File: src/rtl/ddr2_resp_router.sv
// Return-path router for DDR2 reads: an in-order tag FIFO remembers which requester
// owns each issued read so returning beats can be steered back with one-hot strobes.
module ddr2_resp_router #(
  parameter int DATA_W = 32,
  parameter int DEPTH  = 8,
  parameter int AW     = 3,
  parameter int BEATS  = 2
) (
  input  logic              CLK,
  input  logic              RST,
  input  logic              cmd_issue,
  input  logic [1:0]        cmd_id,
  output logic              cmd_ready,
  input  logic              rd_valid,
  input  logic [DATA_W-1:0] rd_data,
  output logic              resp1_valid,
  output logic              resp2_valid,
  output logic              resp3_valid,
  output logic [DATA_W-1:0] resp_data,
  output logic              resp_last,
  output logic [AW:0]       outstanding,
  output logic              err_orphan,
  output logic              err_overflow
);

  localparam int          BC_W    = (BEATS > 1) ? $clog2(BEATS) : 1;
  localparam logic [AW:0] FULL    = (AW+1)'(DEPTH);
  localparam logic [BC_W-1:0] LAST_BC = BC_W'(BEATS - 1);

  logic [1:0]        r_tag [DEPTH];
  logic [AW-1:0]     r_wp;
  logic [AW-1:0]     r_rp;
  logic [AW:0]       r_cnt;
  logic [BC_W-1:0]   r_bc;
  logic [2:0]        r_valid;
  logic [DATA_W-1:0] r_data;
  logic              r_last;
  logic              r_err_orphan;
  logic              r_err_overflow;

  logic              w_push;
  logic              w_reject;
  logic              w_beat;
  logic              w_orphan;
  logic              w_pop;
  logic [1:0]        w_head;
  logic [2:0]        w_sel;

  // Fullness and emptiness are judged on the registered count, so a same-cycle
  // pop never makes room for a push and a same-cycle push never feeds a beat.
  assign w_push   = cmd_issue && (cmd_id != 2'd0) && (r_cnt != FULL);
  assign w_reject = cmd_issue && !w_push;
  assign w_beat   = rd_valid && (r_cnt != '0);
  assign w_orphan = rd_valid && (r_cnt == '0);
  assign w_pop    = w_beat && (r_bc == LAST_BC);
  assign w_head   = r_tag[r_rp];

  // Decode the head tag into the one-hot strobe for the beat being accepted.
  always_comb begin
    w_sel = 3'b000;
    if (w_beat) begin
      case (w_head)
        2'd1:    w_sel = 3'b001;
        2'd2:    w_sel = 3'b010;
        2'd3:    w_sel = 3'b100;
        default: w_sel = 3'b000;
      endcase
    end else begin
      w_sel = 3'b000;
    end
  end

  // Tag FIFO storage, pointers, occupancy and beat position within the head command.
  always_ff @(posedge CLK or negedge RST) begin
    if (!RST) begin
      for (int i = 0; i < DEPTH; i++) r_tag[i] <= 2'd0;
      r_wp  <= '0;
      r_rp  <= '0;
      r_cnt <= '0;
      r_bc  <= '0;
    end else begin
      if (w_push) begin
        r_tag[r_wp] <= cmd_id;
        r_wp        <= r_wp + AW'(1);
      end
      if (w_pop) begin
        r_rp <= r_rp + AW'(1);
      end
      case ({w_push, w_pop})
        2'b10:   r_cnt <= r_cnt + (AW+1)'(1);
        2'b01:   r_cnt <= r_cnt - (AW+1)'(1);
        default: r_cnt <= r_cnt;
      endcase
      if (w_beat) begin
        r_bc <= w_pop ? '0 : r_bc + BC_W'(1);
      end
    end
  end

  // Registered response outputs and sticky error flags.
  always_ff @(posedge CLK or negedge RST) begin
    if (!RST) begin
      r_valid        <= 3'b000;
      r_data         <= '0;
      r_last         <= 1'b0;
      r_err_orphan   <= 1'b0;
      r_err_overflow <= 1'b0;
    end else begin
      r_valid <= w_sel;
      r_last  <= w_pop;
      if (w_beat) begin
        r_data <= rd_data;
      end
      if (w_orphan) begin
        r_err_orphan <= 1'b1;
      end
      if (w_reject) begin
        r_err_overflow <= 1'b1;
      end
    end
  end

  assign resp1_valid  = r_valid[0];
  assign resp2_valid  = r_valid[1];
  assign resp3_valid  = r_valid[2];
  assign resp_data    = r_data;
  assign resp_last    = r_last;
  assign outstanding  = r_cnt;
  assign cmd_ready    = (r_cnt != FULL);
  assign err_orphan   = r_err_orphan;
  assign err_overflow = r_err_overflow;

endmodule

File: config.mk
export PLATFORM = sky130hd
export DESIGN_NAME = ddr2_resp_router
export DESIGN_NICKNAME = d
export VERILOG_FILES = /design/src/rtl/ddr2_resp_router.sv
export SDC_FILE = /design/constraint.sdc
export NUM_CORES = 1
export LEC_CHECK = 0
export ABC_AREA = 1
export CAP_MARGIN = 10
export CELL_PAD_IN_SITES_DETAIL_PLACEMENT = 2
export CELL_PAD_IN_SITES_GLOBAL_PLACEMENT = 2
export CORE_MARGIN = 5
export CORE_UTILIZATION = 36
export DETAILED_ROUTE_END_ITERATION = 10
export DONT_BUFFER_PORTS = 1
export GPL_TIMING_DRIVEN = 0
export PLACE_DENSITY = 0.73
export SYNTH_ARGS = -nofsm -noshare
export SYNTH_HDL_FRONTEND = slang
export SYNTH_SLANG_ARGS = --single-unit
export TNS_END_PERCENT = 30
File: constraint.sdc
create_clock -name CLK -period 2.2 [get_ports CLK]
set_input_delay 0.33 -clock CLK [delete_from_list [all_inputs] [get_ports CLK]]
set_output_delay 0.33 -clock CLK [all_outputs]
set_load 0.03 [all_outputs]
# == Word-level counts from Yosys, hierarchy flattened ==
# Cells that the tools add are included.
# totals
reg_bits,65
wordCells,55
# op_classes
n_addsub,5
order_cmp,3
n_eq_ne,6
muxes,10
n_bitwise,2
n_reduce_logical,12
# ops
op,count
$bwmux 16,1
$pmux 3 s3,1
$ge 4x4->1 const B,2
$not 3->4,2
$pmux 4 s2,1
$logic_and 1x1->1,7
$add 3x1->3 const B,2
$bmux 2 s3,1
$demux 2 s3,1
$eq 2x2->1 const B,3
$mux 2,3
$add 4x1->4 const B,1
$eq 2x1->1 const B,2
$logic_not 4->1,1
$lt 4x1->1 const B,1
$ne 4x4->1 const B,1
$reduce_bool 2->1,2
$reduce_bool 4->1,1
$sub 4x1->4 const B,1
$mux 3,1
$add 1x1->1 const B,1
$logic_not 1->1,1
$mux 1,1

# == Depth between registers and ports, before layout ==
# logic_depth
ltp_word,7
depth_mapped,13
depth_no_buf,13

# == Worst setup path before layout ==
# OpenSTA, ideal clock, no wires.
# synth_path
path_kind,reg2reg
from,register r_cnt[1] (netlist: outstanding[1])
to,register r_cnt[2] (netlist: outstanding[2])
setup_time_ns,0.129
t_arrival_ns,1.989
t_required_ns,2.071
setup_slack_ns,0.082
path_stages_with_launch,12
synth_period_minus_slack_ns,2.118
path_cell_list,dfrtp_1 -> nor2_4 -> nand3_4 -> nand2_4 -> ha_1 -> nand2_1 -> inv_1 -> nor2_1 -> ha_1 -> a21oi_1 -> xor2_1 -> o21ai_0
# synth_between
elab_cells_between_ends,11
cone_classes,add/sub: 2; eq/ne: 3; mux: 1; reduce/logical: 5
# synth_rtl
element,line_no,rtl
"start, declared",33,logic [AW:0] r_cnt;
"start signal, assigned",90,2'b10: r_cnt <= r_cnt + (AW+1)'(1);
"start signal, assigned",91,2'b01: r_cnt <= r_cnt - (AW+1)'(1);
"start signal, assigned",92,default: r_cnt <= r_cnt;
$ne 4x4->1 *,-,
net cmd_ready,13,"output logic cmd_ready,"
$logic_and 1x1->1 *,51,assign w_push = cmd_issue && (cmd_id != 2'd0) && (r_cnt != FULL);
$eq 2x1->1 or $eq 2x2->1 (tied branches),89,"case ({w_push, w_pop})"
$pmux 4 s2 or $reduce_bool 2->1 (tied branches),-,
# The timed path passes the listed nets; every way through them passes the cells marked *.
# A chain may end at the register's enable or synchronous reset.

# == Worst setup path after layout ==
# layout_path
from,register r_cnt[0] (netlist: outstanding[0])
to,register r_cnt[3] (netlist: outstanding[3])
# layout_between
elab_chain_len,5
elab_cells_between_ends,11
cone_classes,add/sub: 2; eq/ne: 3; mux: 1; reduce/logical: 5
# layout_lines
element,line_no,rtl
$reduce_bool 4->1 *,53,assign w_beat = rd_valid && (r_cnt != '0);
$logic_and 1x1->1 *,53,
$logic_and 1x1->1 *,55,assign w_pop = w_beat && (r_bc == LAST_BC);
net w_pop,45,logic w_pop;
$eq 2x1->1 or $eq 2x2->1 (tied branches),89,
$pmux 4 s2 or $reduce_bool 2->1 (tied branches),-,
# Marked as above.

==> metrics.yaml <==
outcome: "finished clean"
rows: 32
die-area_um2: 9930
peakVddDrop_v: 0.000639
tightest_slew_ns: 0.350
clock.fmax_mhz: 485
slowest_stage: "dfrtp_2"
syn_area_um2: 2890
cp-end-kind: "register"
grt_pass1_wl_um: 12700
hold_viol_final: 0
drive_above_1_share_pct: 16.2
seqCellArea_um2: 1630
worst-path-buf-inv: 1
core_um2: 7770
cp.arrival_ns: 2.30
slew_headroom_pct: 76.4
worstPathRequired_ns: 2.43
wire_per_inst_um: 17.1
power.leakage_nw: 1.75
gp_congestion: 0.717
start_kind: "register"
setup_tns_ns: 0
rsz0062_at_grt: "no"
final_cell_mix: "nand2_1 (146), dfrtp_1 (61), nor2_1 (23), o21ai_1 (16), inv_1 (13)"
setup_ws_ns: 0.137
fin_area_um2: 3410
grt_overflow: 0
async_flop_share_pct: 100
multiInputGateArea_um2: 1160
diodes: 0
synth_edf_count: 0
max_cap_viol_count: 0
synth_nets: 372
hold_path_class: "in2reg"
min_period_ns: 2.06
crit_path_start: "outstanding[0]"
min_from: "rd_data[30]"
syn2layout_area_growth_pct: 17.7
path_cells: "nor2_4 -> nand3_2 -> nand2_4 -> nor2_4 -> buf_4 -> ha_1 -> xnor2_1 -> nand3_1 -> nand3_1 -> nand2_1"
die_h_um: 99.7
avgSynthCellArea_um2: 8.80
power_density_nw_per_um2: 1680
insertion_delay_ns: 0.34
nFillCells: 877
drtAntennaViolNets: 0
synth-seq-cells: 65
initial_core_util_pct: 37.3
dp_hpwl_um: 5410
synth_warnings: 0
critPathMaxFanout: 8
layout_commonest_cell: "nand2_1"
grtUsageTotal_pct: 16.3
netlist_instances: 329
period_share_pct: 93.8
portBuffers: 0
r2r-start: "outstanding[0]"
worstSetupPathType: "reg2reg"
synth.top_cell.area_share_pct: 56.2
root_buffer: "clkbuf_8"
seq_area_frac_synth_pct: 56.2
drt-initial-drc-count: 55
crit_family: "simple AND/OR/NAND/NOR gates"
finClkSkew_ns: 0.0100
htree_levels: 3
drc: 0
cts_made_buffers: 9
setup_violations: 0
die_width_um: 99.7
drt_pre_antenna_iters: 4
yosysUniqueCellTypes: 24
worst_path_largest_cell_delay_ns: 0.52
synth_top_area_cell: "dfrtp_1"
drt-total-wl_um: 7780
cts.sinks: 65
clk_pin_slew_ns: 0.08
cts_max_path_buffers: 2
vias: 2256
synthFlopType: "dfrtp_1"
tritoncts: "done"
num_io_pins: 81
synth_area_leaders: "dfrtp_1 (56%), nand2_1 (19%), nor2_1 (3.1%)"
grt_pass1_vias: 2488
post-place-ws_ns: -0.197
drv_slew: 0
grt_max_degree: 66
placed_area_um2: 3020
fin_nets: 390
antenna_found_initial: 0
via_per_inst: 4.97
-- layer usage --
metal  routed length [µm]  up-vias  track usage, %
met4                  126        0            6.30
met1                 3220     1116            19.8
met5                    0        -               0
met2                 3940       60            27.5
li1                     -     1069               -
met3                  486       11            4.14
-- state kept, by name, summed over array words and instances (netlist names), 3 cells and up --
name / flops
r_rp: 3
resp_data: 32
r_valid: 3
r_wp: 3
outstanding: 4
r_tag: 16
-- through the flow --
step	instances	power, mW	hold slack (ns)	utilization [%]
2_1_floorplan	329	3.79	0.0344	-
3_3_place_gp	431	4.14	0.0361	38.9
3_5_place_dp	431	4.26	0.0363	38.9
4_1_cts	450	5.76	0.0828	43.3
5_1_grt	454	6.16	0.0932	43.8
6_report	454	5.73	0.0918	43.8
-- synth_stat cells (all sizes together), types with 2 or more instances --
library cell,count
inv,18
o21ai,26
ha,5
dfrtp,65
nand2,156
nor2,28
a21oi,3
nand3,12
buf,7
xor2,4
xnor2,2
-- worst paths after layout --
kind	to	slack, ns	cells after the start
min in group asynchronous	resp_data[18]	0.53	2
hold / removal	resp_data[30]	0.09	2
setup reg to reg	outstanding[3]	0.14	10
hold reg to reg	r_tag[12]	0.49	2
setup / recovery	outstanding[3]	0.14	10
max in group asynchronous	outstanding[3]	1.37	2
-- report_power, final --
group          switching [mW]  leakage, nW  internal, mW
logic                    1.03        0.816         0.621
registers               0.995        0.790          1.68
clock network           0.474        0.140         0.928
total                    2.50         1.75          3.23
-- cell families (layout without fill, tap and decap cells) --
| family | after synthesis | after routing | share of synthesized area [%] |
|---|---|---|---|
| flops | 65 | 65 | 56.2 |
| buf+inv | 25 | 48 | 4.63 |
| xor+xnor | 6 | 6 | 1.82 |
| fa+ha+maj | 5 | 5 | 2.16 |
| simple gates | 196 | 196 | 29.4 |
| compound gates | 32 | 32 | 5.79 |
-- worst reg2reg max path, cell delays in order, from the launching register on --
cell and delay, ns:
dfrtp_2 0.52, nor2_4 0.19, nand3_2 0.11, nand2_4 0.13, nor2_4 0.07, buf_4 0.17, ha_1 0.24, xnor2_1 0.25
nand3_1 0.12, nand3_1 0.11, nand2_1 0.05
-- area by class of cell --
class / instances / area share [%]
Sequential cell: 65 / 47.9
Multi-Input combinational cell: 239 / 34.1
Clock buffer: 11 / 4.45
Tap cell: 102 / 3.75
Clock inverter: 5 / 3.67
Timing Repair Buffer: 7 / 2.20
Inverter: 18 / 2.06
Buffer: 7 / 1.87
-- timing repair --
action,CTS,global route
hold endpoints to repair,65,0
cloned,0,0
hold buffers,2,0
buffers inserted,1,4
pin swaps,3,5
setup endpoints to repair,3,1
resized for setup,6,4
No activity file was read; power rests on OpenSTA's default activity.
